**config.mk**
```make
export PLATFORM = sky130hd
export DESIGN_NAME = decode_scan
export DESIGN_NICKNAME = d
export VERILOG_FILES = /design/src/rtl/decode_pkg.sv /design/src/rtl/onehot_dec.sv /design/src/rtl/decode_scan.sv
export SDC_FILE = /design/constraint.sdc
export NUM_CORES = 1
export LEC_CHECK = 0
export BUFFER_PORTS_ARGS = -buffer_cell sky130_fd_sc_hd__buf_4
export CORE_ASPECT_RATIO = 1.5
export CORE_MARGIN = 2
export CORE_UTILIZATION = 50
export DETAILED_ROUTE_END_ITERATION = 10
export HOLD_SLACK_MARGIN = 0.1
export PLACE_DENSITY = 0.75
export SLEW_MARGIN = 25
export SYNTH_ARGS = -nofsm -noshare
export SYNTH_HDL_FRONTEND = slang
export SYNTH_SLANG_ARGS = --single-unit
```
**constraint.sdc**
```tcl
create_clock -name clk -period 2.93 [get_ports clk]
set_input_delay 0.293 -clock clk [delete_from_list [all_inputs] [get_ports clk]]
set_output_delay 0.293 -clock clk [all_outputs]
set_load 0.1 [all_outputs]
```
**src/rtl/decode_pkg.sv**
```systemverilog
// Shared constants for the decode_scan select-line driver: mode encodings
// and default geometry.
package decode_pkg;

   localparam logic MODE_DIRECT = 1'b0;
   localparam logic MODE_SCAN   = 1'b1;

   localparam int SEL_W_DEF   = 4;
   localparam int DWELL_W_DEF = 8;

endpackage

```
**src/rtl/onehot_dec.sv**
```systemverilog
// Combinational SEL_W -> 2^SEL_W one-hot decoder with active-high enable.
// With en low every output is zero.
module onehot_dec
   import decode_pkg::*;
#(
   parameter int SEL_W = SEL_W_DEF
) (
   input  logic                    en,
   input  logic [SEL_W-1:0]        sel,
   output logic [(1<<SEL_W)-1:0]   dec
);

   // Single bit set at position sel when enabled.
   always_comb begin
      dec = '0;
      if (en) dec[sel] = 1'b1;
   end

endmodule

```
**src/rtl/decode_scan.sv**
```systemverilog
// Registered 1-of-2^SEL_W decoder with built-in scan sequencer.
// Direct mode decodes a loaded index; scan mode steps through every output,
// holding each for dwell+1 cycles, and pulses wrap on the roll-over.
// Optional build macro DECODE_SCAN_DIR_EN adds a dir input (1 = scan down).
module decode_scan
   import decode_pkg::*;
#(
   parameter int SEL_W   = SEL_W_DEF,
   parameter int DWELL_W = DWELL_W_DEF
) (
   input  logic                    clk,
   input  logic                    rst,
   input  logic                    en,
   input  logic                    mode,
   input  logic                    load,
   input  logic [SEL_W-1:0]        sel_in,
   input  logic [DWELL_W-1:0]      dwell,
`ifdef DECODE_SCAN_DIR_EN
   input  logic                    dir,
`endif
   output logic [(1<<SEL_W)-1:0]   out,
   output logic [SEL_W-1:0]        idx,
   output logic                    wrap
);

   localparam int N = 1 << SEL_W;

   logic [DWELL_W-1:0] cnt;
   logic               mode_q;
   logic [SEL_W-1:0]   idx_nxt;
   logic [DWELL_W-1:0] cnt_nxt;
   logic               wrap_nxt;
   logic               step_dn;
   logic [N-1:0]       dec;

`ifdef DECODE_SCAN_DIR_EN
   assign step_dn = dir;
`else
   assign step_dn = 1'b0;
`endif

   // Next index/count/wrap: load beats mode change beats scan stepping.
   always_comb begin
      idx_nxt  = idx;
      cnt_nxt  = cnt;
      wrap_nxt = 1'b0;
      if (load) begin
         idx_nxt = sel_in;
         cnt_nxt = '0;
      end else if (mode != mode_q) begin
         cnt_nxt = '0;
      end else if (mode == MODE_SCAN) begin
         if (cnt >= dwell) begin
            cnt_nxt = '0;
            if (step_dn) begin
               idx_nxt  = idx - SEL_W'(1);
               wrap_nxt = (idx == '0);
            end else begin
               idx_nxt  = idx + SEL_W'(1);
               wrap_nxt = (idx == SEL_W'(N - 1));
            end
         end else begin
            cnt_nxt = cnt + DWELL_W'(1);
         end
      end
   end

   // Decode the next index so the registered output never lags idx;
   // en low yields all-zero.
   onehot_dec #(.SEL_W(SEL_W)) u_dec (
      .en  (en),
      .sel (idx_nxt),
      .dec (dec)
   );

   // State register: state advances only when enabled, outputs clear when not.
   always_ff @(posedge clk) begin
      if (rst) begin
         idx    <= '0;
         cnt    <= '0;
         mode_q <= MODE_DIRECT;
         out    <= '0;
         wrap   <= 1'b0;
      end else begin
         out  <= dec;
         wrap <= en & wrap_nxt;
         if (en) begin
            idx    <= idx_nxt;
            cnt    <= cnt_nxt;
            mode_q <= mode;
         end
      end
   end

endmodule

```
==> results.toml <==
[outcome]
outcome = "complete, no violations"

[power_and_ir_drop]
pwr-share-clk = 0.411
switching_share = 0.275
power_switching_uw = 272
vdd_drop_max_uv = 380
p_seq_frac = 0.427
power.leakage_nw = 0.877
pwr-share-comb = 0.162
p_int_uw = 720
powerDensity_nw_per_um2 = 502

[grt]
grt_pass1_vias = 1398
grt_use_total = 0.213
grt_first_pass_wirelength_um = 5890
antenna_found_initial = 0
grt.overflow.total = 0
grt_max_degree = 24

[floorplan]
rows = 24
dieArea_sq_um = 3580
ios = 38
chipWidth_um = 49.5
die_y_um = 72.3
core_area_sq_um = 2940
initial_utilization = 0.528

[place]
dpl.hpwl_um = 2730
dp_cells = 238
place.gp.congestion = 0.809
place_area_sq_um = 1870
io_buffers = 37

[cts]
ctsLongestPathBuffers = 2
clk_latency_ps = 280
cts_tree = "built"
clkSlewWorstSetupHoldPaths_ps = 70
cts_htree_levels = 2
clock-sinks = 30
postCtsHoldBufs = 0
post_cts_buffers = 0
ctsResizeCount = 0
cts_root_buf = "clkbuf_8"
numCtsBuffers = 5

[routing]
first_pass_iters = 4
vias_per_cell = 5.91
num_vias = 1453
drtIter0Drc = 64
drc = 0
routed_wl_um = 3490
wl_per_cell_um = 14.2
drtAntennaViolNets = 0

[synth]
synth_fp_nets = 192
synth_top_cell_area_share = 0.386
seq_area_frac_synth = 0.386
ys_types = 43
synthCells = 165
netlist_area_sq_um = 1560
synth_seq_cells = 30
synth.avg_cell_area_sq_um = 9.43
ys.warnings.count = 0
synth_top_cell_by_area = "dfxtp_1"
synth_top_cells_by_area = "dfxtp_1, ha_1, nor4_1"

[layout]
drive_gt1_frac = 0.295
mostFrequentLayoutCells = "buf_4, dfxtp_1, nor4_1"
final_common_cell = "buf_4"
finish.net_count = 233
area_growth_pct = 27.0
diodes = 0
fin_cells = 246
finalInstanceArea_sq_um = 1980

[worst_setup_path]
r2r_slack_ps = 320
cp_top_family = "compound AO/OA/AOI/OAI gates"
critPathLaunchType = "flop"
r2r_end = "out[12]"
reg2reg_from = "cnt[0]"
critPathKind = "reg2reg"
endpoint_kind = "flop"
rr_worst_depth = 8
max_stage_delay_ps = 690
cp.arrival_ps = 2740
cp_max_fo = 8
cpMaxStageDelayCell = "o31ai_1"
cp_cell_sequence = "inv_1, ha_1, nand2b_4, a2111oi_4, o311a_2, nor4b_1, o31ai_1, nor4_1"
cp.required_ps = 3060
cp_num_buf_inv = 1

[sta]
rsz0062_at_grt = "false"
finClkSkew_ps = 3.89
fmax_mhz = 383
setup_tns_ps = 0
slew_headroom = 0.443
fin_crit_ps = 2610
slew_viol_final = 0
fin_crit_sh = 0.892
setup_viol = 0
hold_viol_final = 0
tightest_slew_ps = 829

[worst_hold_path]
hp-class = "in2reg"
worstHoldStart = "rst"
hold_depth = 2
hold_end = "idx[3]"

[job]
maxCapViolCount = 0
## layer usage
| layer | up-vias | track usage | wire length, um |
|---|---|---|---|
| met5 | - | 0 | 0 |
| met4 | 0 | 0.123 | 98 |
| met3 | 9 | 0.0494 | 171 |
| met2 | 53 | 0.409 | 1940 |
| met1 | 686 | 0.200 | 1270 |
| li1 | 705 | - | - |
## kinds of logic after synthesis
family	count (synthesis)	synth area share
flops	30	0.386
mux	1	0.00644
xor+xnor	4	0.0225
compound gates	34	0.202
buf+inv	15	0.0410
fa+ha+maj	10	0.0805
simple gates	71	0.261
## power groups by stage
stage	Combinational, mW	Clock (mW)	Sequential (mW)
finish	0.161	0.407	0.424
global placement	0.157	0	0.432
global route	0.174	0.425	0.425
floorplan	0.0729	0	0.474
CTS	0.161	0.406	0.424
detailed placement	0.161	0	0.433
## synth_stat cells (all sizes together)
master / instances
nor4b: 1
ha: 10
buf: 2
xnor2: 1
a21boi: 1
xor2: 3
a2bb2oi: 1
nor3: 3
a211o: 1
a211oi: 2
nand3: 5
nand2b: 4
nor2: 13
nand2: 13
and3: 3
clkbuf: 2
nor2b: 2
a21oi: 4
a32o: 1
mux2i: 1
o21a: 1
o211a: 1
and2: 3
a2111oi: 1
nor4: 17
a221oi: 1
o211ai: 2
a41oi: 2
or4: 2
dfxtp: 30
o21ai: 5
o31ai: 2
o311a: 2
o311ai: 2
and4: 1
a31oi: 4
nand4: 4
a21o: 1
inv: 11
## sequential cells by signal (all words and copies together) (netlist names)
register,cells
wrap,1
mode_q,1
cnt,8
out,16
idx,4
## how the worst max path moves through the flow
stage / depth (start not counted) / to / start
after CTS: 8 / out[12] / cnt[0]
after global placement: 8 / out[0] / dwell[7]
final: 8 / out[12] / cnt[0]
after global routing: 8 / out[4] / cnt[0]
after floorplan: 4 / out[0] / idx[1]
after detailed placement: 8 / out[12] / dwell[7]
## stage by stage
step | utilization | setup slack, ps | hold WS, ps | power, mW
2_1_floorplan | - | 471 | 362 | 0.547
3_3_place_gp | 0.634 | 439 | 466 | 0.589
3_5_place_dp | 0.634 | 333 | 494 | 0.594
4_1_cts | 0.671 | 322 | 206 | 0.991
5_1_grt | 0.671 | 103 | 221 | 1.02
6_report | 0.671 | 317 | 209 | 0.992
## layout make-up
cell class | instances | area [sq um]
clock inverter | 3 | 40.0
fill | 256 | 967
sequential | 30 | 601
timing repair buffer | 38 | 285
clock buffer | 5 | 68.8
tap | 39 | 48.8
inverter | 11 | 41.3
multi-input combinational | 120 | 891
No activity file was read; power rests on OpenSTA's default activity.
